`src/rtl/universal_shift_reg.sv`:
```
// universal_shift_reg
//   Sequential universal shift register: parallel load plus SRL, SRA, SLL,
//   ROR, ROL and serial-in right shift, one bit position per clock, under a
//   start/busy/done handshake.
//
// Parameters
//   WIDTH  data width (>= 2)
//   AMT_W  shift-amount width; amounts up to 2^AMT_W-1, may exceed WIDTH
//
// Ports
//   clk        clock, rising edge
//   reset      asynchronous active-high reset
//   load_val   parallel load value
//   load       parallel load request (IDLE only, beats start)
//   start      command strobe (IDLE only)
//   op         operation code, sampled with start
//   amount     number of 1-bit steps, sampled with start
//   ser_in     fill bit for SIR, sampled every step
//   Q          register contents
//   busy       command in progress
//   done       one-cycle completion pulse
//   shift_out  last bit shifted or rotated out
module universal_shift_reg #(
  parameter int unsigned WIDTH = 8,
  parameter int unsigned AMT_W = 3
) (
  input  logic             clk,
  input  logic             reset,
  input  logic [WIDTH-1:0] load_val,
  input  logic             load,
  input  logic             start,
  input  logic [2:0]       op,
  input  logic [AMT_W-1:0] amount,
  input  logic             ser_in,
  output logic [WIDTH-1:0] Q,
  output logic             busy,
  output logic             done,
  output logic             shift_out
);

  typedef enum logic {
    IDLE = 1'b0,
    RUN  = 1'b1
  } state_t;

  typedef enum logic [2:0] {
    OP_SRL = 3'b000,
    OP_SRA = 3'b001,
    OP_SLL = 3'b010,
    OP_ROR = 3'b011,
    OP_ROL = 3'b100,
    OP_SIR = 3'b101
  } op_t;

  state_t           state, state_next;
  logic [2:0]       op_r;
  logic [AMT_W-1:0] cnt;

  logic             accept;     // nonzero command taken this cycle
  logic             zero_cmd;   // zero-amount command: done only
  logic             last_step;  // RUN step that finishes the command

  logic [WIDTH-1:0] q_step;
  logic             so_step;

  // Next-state and handshake decode.
  always_comb begin
    state_next = state;
    accept     = 1'b0;
    zero_cmd   = 1'b0;
    last_step  = 1'b0;
    case (state)
      IDLE: begin
        if (!load && start) begin
          if (amount == '0) begin
            zero_cmd = 1'b1;
          end else begin
            accept     = 1'b1;
            state_next = RUN;
          end
        end
      end
      RUN: begin
        last_step = (cnt == AMT_W'(1));
        if (last_step) state_next = IDLE;
      end
      default: state_next = IDLE;
    endcase
  end

  // One-bit step for the latched operation; reserved codes hold.
  always_comb begin
    q_step  = Q;
    so_step = shift_out;
    case (op_r)
      OP_SRL: begin q_step = {1'b0, Q[WIDTH-1:1]};        so_step = Q[0];       end
      OP_SRA: begin q_step = {Q[WIDTH-1], Q[WIDTH-1:1]};  so_step = Q[0];       end
      OP_SLL: begin q_step = {Q[WIDTH-2:0], 1'b0};        so_step = Q[WIDTH-1]; end
      OP_ROR: begin q_step = {Q[0], Q[WIDTH-1:1]};        so_step = Q[0];       end
      OP_ROL: begin q_step = {Q[WIDTH-2:0], Q[WIDTH-1]};  so_step = Q[WIDTH-1]; end
      OP_SIR: begin q_step = {ser_in, Q[WIDTH-1:1]};      so_step = Q[0];       end
      default: begin q_step = Q;                          so_step = shift_out;  end
    endcase
  end

  always_ff @(posedge clk or posedge reset) begin
    if (reset) state <= IDLE;
    else       state <= state_next;
  end

  always_ff @(posedge clk or posedge reset) begin
    if (reset) begin
      Q         <= '0;
      busy      <= 1'b0;
      done      <= 1'b0;
      shift_out <= 1'b0;
      op_r      <= '0;
      cnt       <= '0;
    end else begin
      done <= zero_cmd | last_step;
      busy <= (state_next == RUN);
      if (state == IDLE) begin
        if (load) Q <= load_val;
        if (accept) begin
          op_r <= op;
          cnt  <= amount;
        end
      end else begin
        Q         <= q_step;
        shift_out <= so_step;
        cnt       <= cnt - AMT_W'(1);
      end
    end
  end

endmodule

```
`config.mk`:
```
export PLATFORM = sky130hd
export DESIGN_NAME = universal_shift_reg
export DESIGN_NICKNAME = d
export VERILOG_FILES = /design/src/rtl/universal_shift_reg.sv
export SDC_FILE = /design/constraint.sdc
export NUM_CORES = 1
export LEC_CHECK = 0
export BUFFER_PORTS_ARGS = -buffer_cell sky130_fd_sc_hd__clkbuf_2
export CAP_MARGIN = 20
export CELL_PAD_IN_SITES_DETAIL_PLACEMENT = 0
export CELL_PAD_IN_SITES_GLOBAL_PLACEMENT = 1
export CORE_MARGIN = 3
export CORE_UTILIZATION = 38
export CTS_CLUSTER_DIAMETER = 60
export DETAILED_ROUTE_END_ITERATION = 16
export PLACE_DENSITY_LB_ADDON = 0.1
export SKIP_CTS_REPAIR_TIMING = 1
export SYNTH_ARGS = -nofsm -noshare
export SYNTH_HDL_FRONTEND = slang
export SYNTH_SLANG_ARGS = --single-unit
```
`constraint.sdc`:
```
create_clock -name clk -period 1.6 [get_ports clk]
set_input_delay 0.32 -clock clk [delete_from_list [all_inputs] [get_ports clk]]
set_output_delay 0.32 -clock clk [all_outputs]
set_load 0.02 [all_outputs]
```
==> out/qor.txt, run 1 <==
Initial antenna violation count: 0
R2R Path End: Q[0]$_DFFE_PP0P_
Clock Tree Root: clkbuf_4
Largest net degree at the start of global routing: 18
Commonest cells post-synth: 17 x dfrtp_1, 17 x nor2_1, 13 x nand2_1, 10 x mux2i_1
Die Span X: 58.53 um
H-Tree Depth: 1
Routed Antenna Nets: 0
CTS tree: done
Final Net Count: 164
Distinct cells, synth: 30
Slew headroom: 67.19%
RSZ-0062 raised after global routing: false
Clock buffer depth: 2
TNS Setup: 0 ps
Register bit total from synthesis: 17
Power density over the cells: 2154 nW/um^2
Layout cell share with drive strength beyond 1: 30.28%
Syn Nets: 132
Clock Sinks: 17
Die Span Y: 58.53 um
Worst Setup SP: op_r[2]$_DFFE_PP0P_
Leakage Power: 0.6068 nW
Crit path capture type: flip-flop
Row count: 18
Num CTS Buffers: 3
Wirelength per Cell: 14.18 um
Initial core utilization: 41.20%
P&R area growth vs syn: 19.81%
Arrival time worst endpoint: 1630 ps
Post-synth top flop: dfrtp_1
Worst ir drop on vdd: 998.0 uV
Critical path capture point: Q[0]$_DFFE_PP0P_
Period minus WS final: 1407 ps
Clock skew: 1.658 ps
Crit Path Max Fanout: 9
Mapped Cells: 111
Hold slack: -0.6742 ps
Crit path required time: 1820 ps
GR Overflow Total: 0
Mapped cell area: 1049 um^2
Iteration-0 DRC Markers: 39
Final setup fails: 0
Top cells by area, synth: dfrtp_1 41%, mux2i_1 9.5%, nor2_1 6.1%, a32oi_1 5.0%, o22a_1 5.0%
Number of synthesized flops with an enable pin: 0
First-pass GRT wire length: 4.105 mm
Post-Syn Area per Cell: 9.446 um^2
Status: finished with violations
Failing checks: negative hold slack
Post-synth top area share: 40.57%
Core area: 2545 um^2
Pwr Total: 2.705 mW
Final Hold Vio Count: 3
Clock Latency Late Sink: 290 ps
Max Clk Rate: 0.7106 GHz
Synth warnings: 0
DPL Wire Length: 1.841 mm
Number of global-route vias before repair: 881
Final Max Slew Viols: 0
Total of max-cap violations: 0
Reg2Reg Launch Point: op_r[2]$_DFFE_PP0P_
Via count: 912
R2R Setup Slk: 190 ps
CP Launch Type: flip-flop
FFs w/ async S/R, synth: 100.0%
Drt drc: 0
Critical path class: flip-flop to flip-flop
Clock slew at reported path FFs: 100 ps
Min-delay worst type: input pin to asynchronous set/reset pin
Worst reg-to-reg path cell count: 4
Register area share after synthesis: 40.57%
Die area: 3426 um^2
GRT Overall Usage: 15.83%
Largest area contributor in the netlist: dfrtp_1
Via density: 5.302
IO Port Bufs: 29
# diodes: 0
Crit share post-route: 87.96%
WL final: 2.439 mm
First-pass iteration count of the detailed router: 4
Placer congestion estimate: 0.7846
Ports: 30
Least-Margin Pin Slew: 492.1 ps
-- logic make-up after synthesis --
kind of cell / Yosys count / share of synthesized area (%)
AOI/OAI and AO/OA: 29 / 20.41
DFF: 17 / 40.57
adders and majority gates: 2 / 2.386
muxes: 13 / 12.77
and+or+nand+nor: 38 / 18.14
buffers and inverters: 10 / 4.057
xor gates and xnor gates: 2 / 1.671
-- how the worst min path moves through the flow --
stage / depth (start not counted) / from / slack (ps) / to
after floorplan: 1 / reset / 250 / Q[0]$_DFFE_PP0P_
after detailed placement: 3 / reset / 330 / op_r[0]$_DFFE_PP0P_
after CTS: 3 / reset / 0.2 / Q[7]$_DFFE_PP0P_
after global routing: 3 / reset / 2 / Q[7]$_DFFE_PP0P_
after global placement: 3 / reset / 320 / op_r[1]$_DFFE_PP0P_
final: 3 / reset / -0.7 / Q[7]$_DFFE_PP0P_
-- per-layer routing --
| metal | up-vias | global-route usage (%) | share of wire (%) |
|---|---|---|---|
| li1 | 461 | - | - |
| met1 | 421 | 20.22 | 47 |
| met2 | 26 | 25.68 | 47 |
| met3 | 4 | 2.412 | 5.3 |
| met4 | 0 | 8.278 | 1.2 |
| met5 | - | 0 | 0 |
-- worst max-delay path: stages, from the launching register on --
cell,delay (ps)
dfrtp_1,510
a21bo_2,290
nand2_1,250
o22ai_1,150
a31oi_1,150
-- layout by cell type (no fill, tap or decap), types with 4 or more instances in the layout --
cell / n
clkbuf_2: 29
o22a_1: 6
a32oi_1: 6
inv_1: 5
nor2_1: 17
o21ai_0: 4
mux2i_1: 10
dfrtp_1: 17
nand2_1: 13
-- where the power goes --
part           leakage (nW)  total (mW)  switching, mW  internal [mW]
Combinational         0.388        1.50          0.806          0.695
Sequential            0.203       0.969          0.316          0.652
Clock                0.0150       0.236          0.139         0.0970
-- cell type report --
| class | instances | area (um^2) |
|---|---|---|
| clock buffer | 4 | 26.28 |
| fill | 262 | 1289 |
| inverter | 5 | 18.77 |
| multi-input combinational | 84 | 580.6 |
| sequential | 17 | 425.4 |
| tap | 30 | 37.54 |
| timing repair buffer | 32 | 167.7 |
-- state kept, by name (all words and copies together), names as in the netlist --
register,flops
done,1
op_r,3
shift_out,1
cnt,3
busy,1
Q,8
-- stage by stage --
step	setup slack (ps)	util, %	hold slack, ps	instances	instance area [um^2]
final	192.7	49.36	-0.6742	172	1256
after global routing	107.2	49.36	1.958	172	1256
after CTS	209.9	49.36	0.2124	172	1256
after detailed placement	175.8	48.33	328.0	168	1230
after global placement	205.3	48.33	324.1	168	1230
after floorplan	342.8	-	246.1	111	1049
(Power assumes the default switching activity.)
==> run 2, diff against run 1 <==
--- a/config.mk
+++ b/config.mk
@@ -13,6 +13,7 @@
 export CORE_UTILIZATION = 38
 export CTS_CLUSTER_DIAMETER = 60
 export DETAILED_ROUTE_END_ITERATION = 16
+export MAX_ROUTING_LAYER = met4
 export PLACE_DENSITY_LB_ADDON = 0.1
 export SKIP_CTS_REPAIR_TIMING = 1
 export SYNTH_ARGS = -nofsm -noshare
==> run 2 against run 1 <==
The run now ends clean. Clock skew hardly changed. Sequential power hardly changed. Count of clock-buffer cells in the layout is the same. Sequential cell count did not move.
==> out/qor.txt, run 2 (synthesis gave the netlist of run 1 again) <==
Layout cell share with drive strength beyond 1: 30.28% (unchanged)
Status: finished, final reports clean
Final Hold Vio Count: 0 (-3)
Worst reg-to-reg path cell count: 4 (unchanged)
FF+latch area: 425.4 um^2 (unchanged)
IO Port Bufs: 29 (unchanged)
First-pass GRT wire length: 4.105 mm (unchanged)
Row count: 18 (unchanged)
Most frequent cells in the layout: 29 x clkbuf_2, 17 x dfrtp_1, 17 x nor2_1
RSZ-0062 raised after global routing: false
Fillers: 262 (unchanged)
Number of global-route vias before repair: 882 (+0.11%)
Post-layout util: 49.36% (unchanged)
Initial core utilization: 41.20% (unchanged)
Total of max-cap violations: 0 (unchanged)
Max Clk Rate: 0.7098 GHz (-0.11%)
Routed Antenna Nets: 0 (unchanged)
CTS tree: done
Critical path class: flip-flop to flip-flop
Iteration-0 DRC Markers: 33 (-15%)
Max reg flops: 8 (unchanged)
DPL Wire Length: 1.841 mm (unchanged)
Commonest non-fill, non-tap cell in the layout: clkbuf_2
Die area: 3426 um^2 (unchanged)
Num CTS Buffers: 3 (unchanged)
Crit Path Max Fanout: 9 (unchanged)
GRT Overall Usage: 16.30% (+0.47 points)
# diodes: 0 (unchanged)
Placer congestion estimate: 0.7956 (+1.4%)
CP Launch Type: flip-flop
Drt drc: 0 (unchanged)
Most flops, register: Q
Power density over the cells: 2153 nW/um^2 (about the same)
Multi-input logic area: 580.6 um^2 (unchanged)
Crit share post-route: 88.05% (+0.094 points)
Slew headroom: 67.19% (unchanged)
Ports: 30 (unchanged)
Via density: 5.279 (-0.44%)
Clock buffer depth: 2 (unchanged)
Clock Sinks: 17 (unchanged)
P&R area growth vs syn: 19.81% (unchanged)
Clock skew: 1.292 ps (-0.3659 ps)
Crit path required time: 1820 ps (about the same)
Worst ir drop on vdd: 997.9 uV (about the same)
Largest net degree at the start of global routing: 18 (unchanged)
Die Span X: 58.53 um (unchanged)
Final setup fails: 0 (unchanged)
Final Net Count: 164 (unchanged)
Core area: 2545 um^2 (unchanged)
Clock slew at reported path FFs: 100 ps (about the same)
WL final: 2.441 mm (about the same)
Arrival time worst endpoint: 1630 ps (about the same)
Die Span Y: 58.53 um (unchanged)
TNS Setup: 0 ps (unchanged)
Final Max Slew Viols: 0 (unchanged)
Clock Tree Root: clkbuf_4
Via count: 908 (-0.44%)
Wirelength per Cell: 14.19 um (about the same)
GR Overflow Total: 0 (unchanged)
Clock Latency Late Sink: 290 ps (about the same)
Min-delay worst type: input pin to asynchronous set/reset pin
Least-Margin Pin Slew: 492.1 ps (+0.0002384 ps)
First-pass iteration count of the detailed router: 4 (unchanged)
Fin worst setup slack: 191.2 ps (-1.503 ps)
H-Tree Depth: 1 (unchanged)
Registers with the most flip-flops: Q: 8 flops, cnt: 3 flops, op_r: 3 flops
Period minus WS final: 1409 ps (+1.503 ps)
Initial antenna violation count: 0 (unchanged)
Crit path capture type: flip-flop
Leakage Power: 0.6068 nW (unchanged)
Dpl ws: 175.8 ps (unchanged)
run 2: worst paths after layout:
| check | to | slack, ps | startpoint |
|---|---|---|---|
| setup / recovery | Q[0]$_DFFE_PP0P_ | 190 | op_r[2]$_DFFE_PP0P_ |
| hold / removal | Q[7]$_DFFE_PP0P_ | 2 | reset |
| setup reg to reg | Q[0]$_DFFE_PP0P_ | 190 | op_r[2]$_DFFE_PP0P_ |
| hold reg to reg | shift_out$_DFFE_PP0P_ | 490 | shift_out$_DFFE_PP0P_ |
| max in group asynchronous | Q[1]$_DFFE_PP0P_ | 1410 | reset |
| min in group clk | op_r[0]$_DFFE_PP0P_ | 260 | op[0] |
run 2: area by class of cell:
class                           count  area share (%)
Multi-Input combinational cell     84           46.22
Sequential cell                    17           33.86
Timing Repair Buffer               32           13.35
Tap cell                           30           2.988
Clock buffer                        4           2.092
Inverter                            5           1.494
run 2: stage by stage:
stage | cells | total power, mW | instance area [um^2] | hold WS (ps)
2_1_floorplan | 111 | 2.079 | 1049 | 246.1
3_3_place_gp | 168 | 2.479 | 1230 | 324.1
3_5_place_dp | 168 | 2.495 | 1230 | 328.0
4_1_cts | 172 | 2.735 | 1256 | 0.2124
5_1_grt | 172 | 2.962 | 1256 | 1.967
6_report | 172 | 2.705 | 1256 | 1.779
run 2: critical path: stages, from the launching register on:
cell and delay, ps:
dfrtp_1 510, a21bo_2 290, nand2_1 250, o22ai_1 150, a31oi_1 150
run 2: report_power, final:
group,switching (mW),total [mW],internal (mW),leakage (nW)
combinational,0.807,1.50,0.695,0.388
sequential,0.316,0.968,0.652,0.203
clock,0.138,0.234,0.0969,0.0150
run 2: metal layers:
layer,GRT usage [%],up-vias,part of all wire (%)
met1,20.36,418,48
met3,2.193,4,4.2
met5,-,-,0
met4,8.278,0,1.3
li1,-,462,-
met2,25.68,24,47
